File: config.mk
export PLATFORM = sky130hd
export DESIGN_NAME = ds2by2_window_gen
export DESIGN_NICKNAME = d
export VERILOG_FILES = /design/src/rtl/ds_pkg.sv /design/src/rtl/ds_row_buffer.sv /design/src/rtl/ds2by2_window_gen.sv
export SDC_FILE = /design/constraint.sdc
export NUM_CORES = 1
export LEC_CHECK = 0
export ABC_AREA = 1
export ABC_CLOCK_PERIOD_IN_PS = 4100
export CORE_ASPECT_RATIO = 1.1
export CORE_MARGIN = 8
export CORE_UTILIZATION = 55
export CTS_CLUSTER_SIZE = 12
export DETAILED_ROUTE_END_ITERATION = 6
export GPL_TIMING_DRIVEN = 0
export PLACE_DENSITY = 0.76
export SETUP_SLACK_MARGIN = 0.3
export SYNTH_ARGS = -nofsm -noshare
export SYNTH_HDL_FRONTEND = slang
export SYNTH_SLANG_ARGS = --single-unit
export TNS_END_PERCENT = 50
File: constraint.sdc
create_clock -name clk -period 4.1 [get_ports clk]
set_input_delay 0.41 -clock clk [delete_from_list [all_inputs] [get_ports clk]]
set_output_delay 0.41 -clock clk [all_outputs]
set_load 0.02 [all_outputs]
File: src/rtl/ds_pkg.sv
`default_nettype none
// ---------------------------------------------------------------------------
// ds_pkg
// Shared types and constants for the 2x2 stride-2 downsampling path.
// Revision: 1.0
// ---------------------------------------------------------------------------
package ds_pkg;

  localparam int PIXEL_BITS = 8;
  localparam int DS_WIN     = 2;
  localparam int DS_STRIDE  = 2;

  typedef logic [PIXEL_BITS-1:0] pixel_t;
  typedef pixel_t [DS_WIN-1:0][DS_WIN-1:0] window_t;

endpackage
`default_nettype wire

File: src/rtl/ds_row_buffer.sv
`default_nettype none
// ---------------------------------------------------------------------------
// ds_row_buffer
// One-row pixel store: single write port, paired combinational read of the
// even/odd column pair that contains raddr. Storage is not reset.
// Revision: 1.0
// ---------------------------------------------------------------------------
module ds_row_buffer #(
  parameter int BITS  = 8,
  parameter int WIDTH = 28,
  parameter int AW    = $clog2(WIDTH)
) (
  input  logic            clk,
  input  logic            we,
  input  logic [AW-1:0]   waddr,
  input  logic [BITS-1:0] wdata,
  input  logic [AW-1:0]   raddr,
  output logic [BITS-1:0] rdata_even,
  output logic [BITS-1:0] rdata_odd
);

  logic [BITS-1:0] mem [WIDTH];
  logic [AW-1:0]   addr_even;
  logic [AW-1:0]   addr_odd;

  // Pair addresses: force bit 0 low/high so one lookup serves a stride-2 column pair.
  always_comb begin
    addr_even = raddr & ~AW'(1);
    addr_odd  = raddr |  AW'(1);
  end

  // Write port; no reset so the array can map onto plain RAM.
  always_ff @(posedge clk) begin
    if (we) mem[waddr] <= wdata;
  end

  assign rdata_even = mem[addr_even];
  assign rdata_odd  = mem[addr_odd];

endmodule
`default_nettype wire

File: src/rtl/ds2by2_window_gen.sv
`default_nettype none
// ---------------------------------------------------------------------------
// ds2by2_window_gen
// Turns a raster pixel stream into non-overlapping 2x2 windows for the
// max-pool unit. Even rows are buffered; odd rows pair with the buffer.
// Revision: 1.0
// ---------------------------------------------------------------------------
module ds2by2_window_gen
  import ds_pkg::*;
#(
  parameter int BITS   = 8,
  parameter int WIDTH  = 28,
  parameter int HEIGHT = 28
) (
  input  logic                                        clk,
  input  logic                                        rst_n,
  input  logic                                        in_valid,
  output logic                                        in_ready,
  input  logic [BITS-1:0]                             in_data,
  output logic                                        win_valid,
  input  logic                                        win_ready,
  output logic [DS_WIN-1:0][DS_WIN-1:0][BITS-1:0]     win_data,
  output logic                                        win_last
);

  localparam int AW = $clog2(WIDTH);
  localparam int RW = $clog2(HEIGHT);

  // Geometry must tile exactly into stride-2 blocks.
  if ((WIDTH < DS_WIN) || (WIDTH % DS_STRIDE != 0)) begin : g_chk_width
    $error("ds2by2_window_gen: WIDTH must be even and >= 2");
  end
  if ((HEIGHT < DS_WIN) || (HEIGHT % DS_STRIDE != 0)) begin : g_chk_height
    $error("ds2by2_window_gen: HEIGHT must be even and >= 2");
  end

  logic [AW-1:0]   col;
  logic [RW-1:0]   row;
  logic [BITS-1:0] left_pix;
  logic [BITS-1:0] buf_even;
  logic [BITS-1:0] buf_odd;
  logic            in_beat;
  logic            col_last;
  logic            row_last;
  logic            buf_we;
  logic            complete;

  // Handshake and beat classification; odd row + odd col closes a 2x2 block.
  always_comb begin
    in_ready = !win_valid || win_ready;
    in_beat  = in_valid && in_ready;
    col_last = (col == AW'(WIDTH - 1));
    row_last = (row == RW'(HEIGHT - 1));
    buf_we   = in_beat && !row[0];
    complete = in_beat && row[0] && col[0];
  end

  ds_row_buffer #(
    .BITS  (BITS),
    .WIDTH (WIDTH),
    .AW    (AW)
  ) u_row_buffer (
    .clk        (clk),
    .we         (buf_we),
    .waddr      (col),
    .wdata      (in_data),
    .raddr      (col),
    .rdata_even (buf_even),
    .rdata_odd  (buf_odd)
  );

  // Raster position; advances only on accepted pixels, frames run back to back.
  always_ff @(posedge clk) begin
    if (!rst_n) begin
      col <= '0;
      row <= '0;
    end else if (in_beat) begin
      if (col_last) begin
        col <= '0;
        row <= row_last ? '0 : row + RW'(1);
      end else begin
        col <= col + AW'(1);
      end
    end
  end

  // Bottom-left pixel of the current block, held until its partner arrives.
  always_ff @(posedge clk) begin
    if (in_beat && row[0] && !col[0]) left_pix <= in_data;
  end

  // Single-stage output register; a completing beat can only occur when the
  // register is free or draining this cycle, so nothing is overwritten.
  always_ff @(posedge clk) begin
    if (!rst_n) begin
      win_valid <= 1'b0;
      win_last  <= 1'b0;
      win_data  <= '0;
    end else if (complete) begin
      win_valid      <= 1'b1;
      win_last       <= row_last && col_last;
      win_data[0][0] <= buf_even;
      win_data[0][1] <= buf_odd;
      win_data[1][0] <= left_pix;
      win_data[1][1] <= in_data;
    end else if (win_valid && win_ready) begin
      win_valid <= 1'b0;
      win_last  <= 1'b0;
    end
  end

endmodule
`default_nettype wire

# After elaboration in Yosys (flattened, before gate mapping)

Memory sizes are Yosys's and may differ from the RTL's. A register that Yosys moved wholly into a read port is not among the register bits.
Index checks and enable logic that the tools add are counted.

Output and inout bits: 35
Word-level logic and storage cells: 34
Input bits: 12
Memory bits (writable): 224
Memories: 1
Flip-flop bits (word level): 36

Memory list:

| memory           | depth | width | read ports | clocked after Yosys merged registers in | write ports | RTL line            | source |
|---|---|---|---|---|---|---|---|
| u_row_buffer.mem | 28    | 8     | 2          | 2                                       | 1           | ds_row_buffer.sv:22 | `logic [BITS-1:0] mem [WIDTH];` |

Reductions and logical operators: 15
Add/sub/neg operators: 2
Muxes and demuxes: 7
Equal/unequal tests: 2

Operator list:

| cell                | number |
|---|---|
| $add 5x1->5 const B | 2 |
| $eq 5x5->1 const B  | 2 |
| $mux 5              | 2 |
| $logic_and 1x1->1   | 7 |
| $logic_not 1->1     | 5 |
| $mux 1              | 5 |
| $reduce_and 2->1    | 1 |
| $reduce_bool 2->1   | 1 |
| $logic_or 1x1->1    | 1 |

# Logic depth before layout (Yosys ltp)

Depth after elaboration: 6
Mapped depth: 11
Gate-level depth less buffers: 9

# Modules after synthesis

A second synthesis with hierarchy kept.

Cells, all modules: 1132
Area total of the unflattened synthesis: 11524.8 um2

Modules (own cells, without submodules):

| module            | area each (um2) | sequential area each (um2) | cells each | instances |
|---|---|---|---|---|
| ds_row_buffer     | 9496.6          | 6726.5                     | 885        | 1 |
| ds2by2_window_gen | 2028.2          | 1121.1                     | 247        | 1 |

# Worst setup path before layout

No wires, ideal clock.

Path kind: input to register
Start point: input port win_ready
End point: memory u_row_buffer.mem[16][0] (enable)
Buffers on the path: 0
Library setup time: 0.370 ns
Arrival: 1.509 ns
Required time: 3.730 ns
Stages on the path: 6
Slack: 2.220 ns
Path through: inv_2 > nand2_2 > nand2_2 > nor2_1 > nand2_1 > nor2_1

Word-level cells in the longest chain between the ends: 5

Ends and longest elaborated chain:

| element                      | RTL line                | source |
|---|---|---|
| start, declared              | ds2by2_window_gen.sv:21 | `input logic win_ready,` |
| $logic_or 1x1->1             | ds2by2_window_gen.sv:50 | `in_ready = !win_valid \|\| win_ready;` |
| net in_ready                 | ds2by2_window_gen.sv:18 | `output logic in_ready,` |
| $logic_and 1x1->1            | ds2by2_window_gen.sv:51 | `in_beat = in_valid && in_ready;` |
| $logic_and 1x1->1            | ds2by2_window_gen.sv:54 | `buf_we = in_beat && !row[0];` |
| $mux 1                       | ds_row_buffer.sv:34     | `if (we) mem[waddr] <= wdata;` |
| $mux 1 (not written as such) | ds_row_buffer.sv:34     |  |
| end, declared                | ds_row_buffer.sv:22     |  |

The timed path passes the listed nets, and every way through them passes these cells.

# Final worst setup path

Start point: register col[1]
End point: memory u_row_buffer.mem[0][4] (enable)

RTL lines:

| element                | RTL line                | source |
|---|---|---|
| start, declared        | ds2by2_window_gen.sv:37 | `logic [AW-1:0] col;` |
| start signal, assigned | ds2by2_window_gen.sv:82 | `col <= col + AW'(1);` |

Straight into the memory's write port.

==> reports/results.tsv <==
stage	metric	value	unit
run_status	outcome	completed	
power_and_ir_drop	power density relative to cell area	434	mW/mm^2
cells_and_area	Ant. Diodes	0	
timing	Final setup viols	0	
die	Die Y	168	um
clocking	clock transition at the registers of the reported paths	60	ps
routing	first-pass iteration count of the detailed router	5	
timing	worst-case clock skew	14.8	ps
placed_design	post-place instance area	0.0124	sq mm
grt	number of global-route vias before repair	7873	
synthesis	Mean Syn Cell Area	10.1	sq um
die	ports placed on the boundary	47	
timing	final worst-path setup slack	1430	ps
timing	Max-slew headroom	7.59	%
clocking	root buffer cell	sky130_fd_sc_hd__clkbuf_16	
routing	routed via count	8181	
grt	largest net degree at the start of global routing	31	
placed_design	setup slack after placement	1060	ps
setup_path	data arrival time of the worst path	2820	ps
synthesis	total of warnings raised by yosys	0	
die	area of the placeable core	0.0206	sq mm
routing	number of violations reported at the end of detailed-routing iteration 0	840	
grt	antenna violations before repair	0	
synthesis	top cell types by occurrence after synthesis	413 x sky130_fd_sc_hd__nand2_1, 232 x sky130_fd_sc_hd__edfxtp_1, 124 x sky130_fd_sc_hd__nor2_1, 117 x sky130_fd_sc_hd__inv_1, 74 x sky130_fd_sc_hd__nand3_1	
die	Horiz. Die Dim	154	um
hold_path	worst hold path type	input pin to flop	
routing	via/cell ratio	5.44	
die	starting utilization of the core area	56.1	%
clocking	buffers inserted during post-CTS setup optimization	0	
synthesis	number of nets in the synthesized netlist	1168	
clocking	clock insertion delay at the later pin of the skew report	540	ps
grt	first-pass GRT wire length	45400	um
synthesis	most frequent cell after synthesis	sky130_fd_sc_hd__nand2_1	
power_and_ir_drop	VDD IR max	0.359	mV
timing	share of the clock period used by the worst path	65.1	%
synthesis	count of different cell masters after synthesis	32	
cells_and_area	Nets	1245	
routing	final WL	30100	um
clocking	H-tree depth	1	
timing	Max Transition Viols Final	0	
synthesis	share of the synthesized area in the top cell type	60.1	%
clocking	Resized Gates After CTS	0	
timing	measured slew at the worst slew-check pin	1380	ps
routing	detail-routed net length per standard cell	20.0	um
setup_path	type of destination of the critical path	flop	
synthesis	most area-consuming cells after synthesis	sky130_fd_sc_hd__edfxtp_1 60%, sky130_fd_sc_hd__nand2_1 13%, sky130_fd_sc_hd__dfxtp_1 7.6%	
power_and_ir_drop	leakage	5.51	nW
synthesis	Yosys reg bits	276	
timing	Hold Vio Cnt, Final	0	
timing	Final min period	2670	ps
synthesis	most used flip-flop cell after synthesis	sky130_fd_sc_hd__edfxtp_1	
synthesis	number of synthesized flops with an enable pin	232	
routing	detailed-route DRC error count	0	
placed_design	global placement routability congestion	0.914	
timing	setup repair after global routing missed its margin	no	
cells_and_area	post-layout utilization of the core	64.2	%
die	Die Outline Area	0.0260	sq mm
cells_and_area	fraction of final layout cells sized beyond drive strength 1	8.81	%
job	number of max-capacitance violations reported	0	
cells_and_area	synth-to-layout area growth	14.4	%
routing	antenna violation net count after detailed routing	0	
timing	top achievable clock speed	375	MHz
setup_path	Startpoint Class	flop	
synthesis	instance count of the mapped netlist	1150	
synthesis	Synth async-reset ratio	0	%
cells_and_area	final design instance area without fill	0.0132	sq mm
clocking	TritonCTS clock tree	done	
grt	global routing usage summed across all routing layers	23.1	%
placed_design	number of I/O port buffers	45	
grt	remaining global-route overflow	0	
clocking	Sink Count	276	
clocking	hold buffer count at cts	0	
clocking	number of buffers created by CTS	28	
setup_path	required arrival time at the worst endpoint	4250	ps
die	row count	55	
clocking	CTS max path bufs	3	
placed_design	half-perimeter wire length after placement	19600	um
setup_path	worst setup path category	flop to flop	
setup_path	Max Fanout on Critical Path	11	
timing	setup_tns	0	ps
synthesis	cell taking the most area after synthesis	sky130_fd_sc_hd__edfxtp_1	
synthesis	register area share after synthesis	67.7	%
synthesis	Synth Cell Area	0.0116	sq mm
==> area by class of cell <==
cell class / instances / area, sq um
multi-input combinational: 703 / 2990
fill: 1635 / 7400
clock buffer: 48 / 837
sequential: 276 / 7850
buffer: 47 / 277
clock inverter: 4 / 17.5
inverter: 124 / 465
tap: 256 / 320
timing repair buffer: 47 / 490
==> registers in the layout, indices dropped and copies added, names as in the netlist <==
| register | flops |
|---|---|
| row | 5 |
| win_last | 1 |
| win_data | 32 |
| left_pix | 8 |
| win_valid | 1 |
| u_row_buffer.mem | 224 |
| col | 5 |
==> final timing paths <==
check / from / to / slack [ps] / cells after the start
worst max-delay path: col[1]$_SDFFE_PN0N_ / u_row_buffer.mem[0][4]$_DFFE_PP_ / 1430 / 7
worst max register to register: col[1]$_SDFFE_PN0N_ / u_row_buffer.mem[0][4]$_DFFE_PP_ / 1430 / 7
worst min-delay path: rst_n / win_last$_SDFFE_PN0P_ / 420 / 3
worst min register to register: left_pix[3]$_DFFE_PP_ / win_data[19]$_SDFFE_PN0P_ / 470 / 2
==> layout by cell type (no fill, tap or decap), types with 9 or more instances in the layout <==
cell type,netlist,layout
sky130_fd_sc_hd__a21oi_1,9,9
sky130_fd_sc_hd__buf_2,25,27
sky130_fd_sc_hd__clkbuf_1,7,22
sky130_fd_sc_hd__clkbuf_16,0,29
sky130_fd_sc_hd__clkdlybuf4s50_1,0,42
sky130_fd_sc_hd__dfxtp_1,44,44
sky130_fd_sc_hd__edfxtp_1,232,232
sky130_fd_sc_hd__inv_1,117,117
sky130_fd_sc_hd__nand2_1,413,413
sky130_fd_sc_hd__nand3_1,74,74
sky130_fd_sc_hd__nor2_1,124,124
sky130_fd_sc_hd__o21a_1,11,11
sky130_fd_sc_hd__o21ai_0,24,24
sky130_fd_sc_hd__or2_2,12,12
==> per-stage QoR <==
stage | hold WS [ps] | instances | power [W]
final | 424 | 1505 | 0.00575
after global routing | 442 | 1505 | 0.00592
after CTS | 384 | 1503 | 0.00577
after detailed placement | 458 | 1451 | 0.00342
after global placement | 454 | 1451 | 0.00341
after floorplan | 447 | 1150 | 0.00328
==> logic make-up after synthesis <==
family / after synthesis / synth area share (%)
AND/OR/NAND/NOR: 646 / 22.6
buffers and inverters: 171 / 6.41
XOR/XNOR: 3 / 0.227
adder cells (fa/ha/maj): 6 / 0.648
flip-flops: 276 / 67.7
AO/OA/AOI/OAI: 48 / 2.37
==> per-layer routing <==
metal / wire length [um] / track usage [%]
met5: 0 / 0
met4: 1190 / 9.85
met3: 2730 / 3.94
met2: 14400 / 38.5
met1: 11700 / 29.4
==> critical path, cell delays in order, from the launching register on <==
cell and delay, ps:
sky130_fd_sc_hd__dfxtp_1 350, sky130_fd_sc_hd__buf_4 190, sky130_fd_sc_hd__inv_2 120, sky130_fd_sc_hd__buf_6 180, sky130_fd_sc_hd__buf_6 190, sky130_fd_sc_hd__ha_1 160
sky130_fd_sc_hd__nand2_1 290, sky130_fd_sc_hd__nor2_1 800
==> power by group <==
part           internal [W]  switching (W)  total, W
Combinational     0.0000788       0.000229  0.000308
Clock               0.00137        0.00101   0.00238
Sequential          0.00306     0.00000594   0.00306
Total               0.00451        0.00124   0.00575
Note: power is estimated with default switching activity, not from simulation.
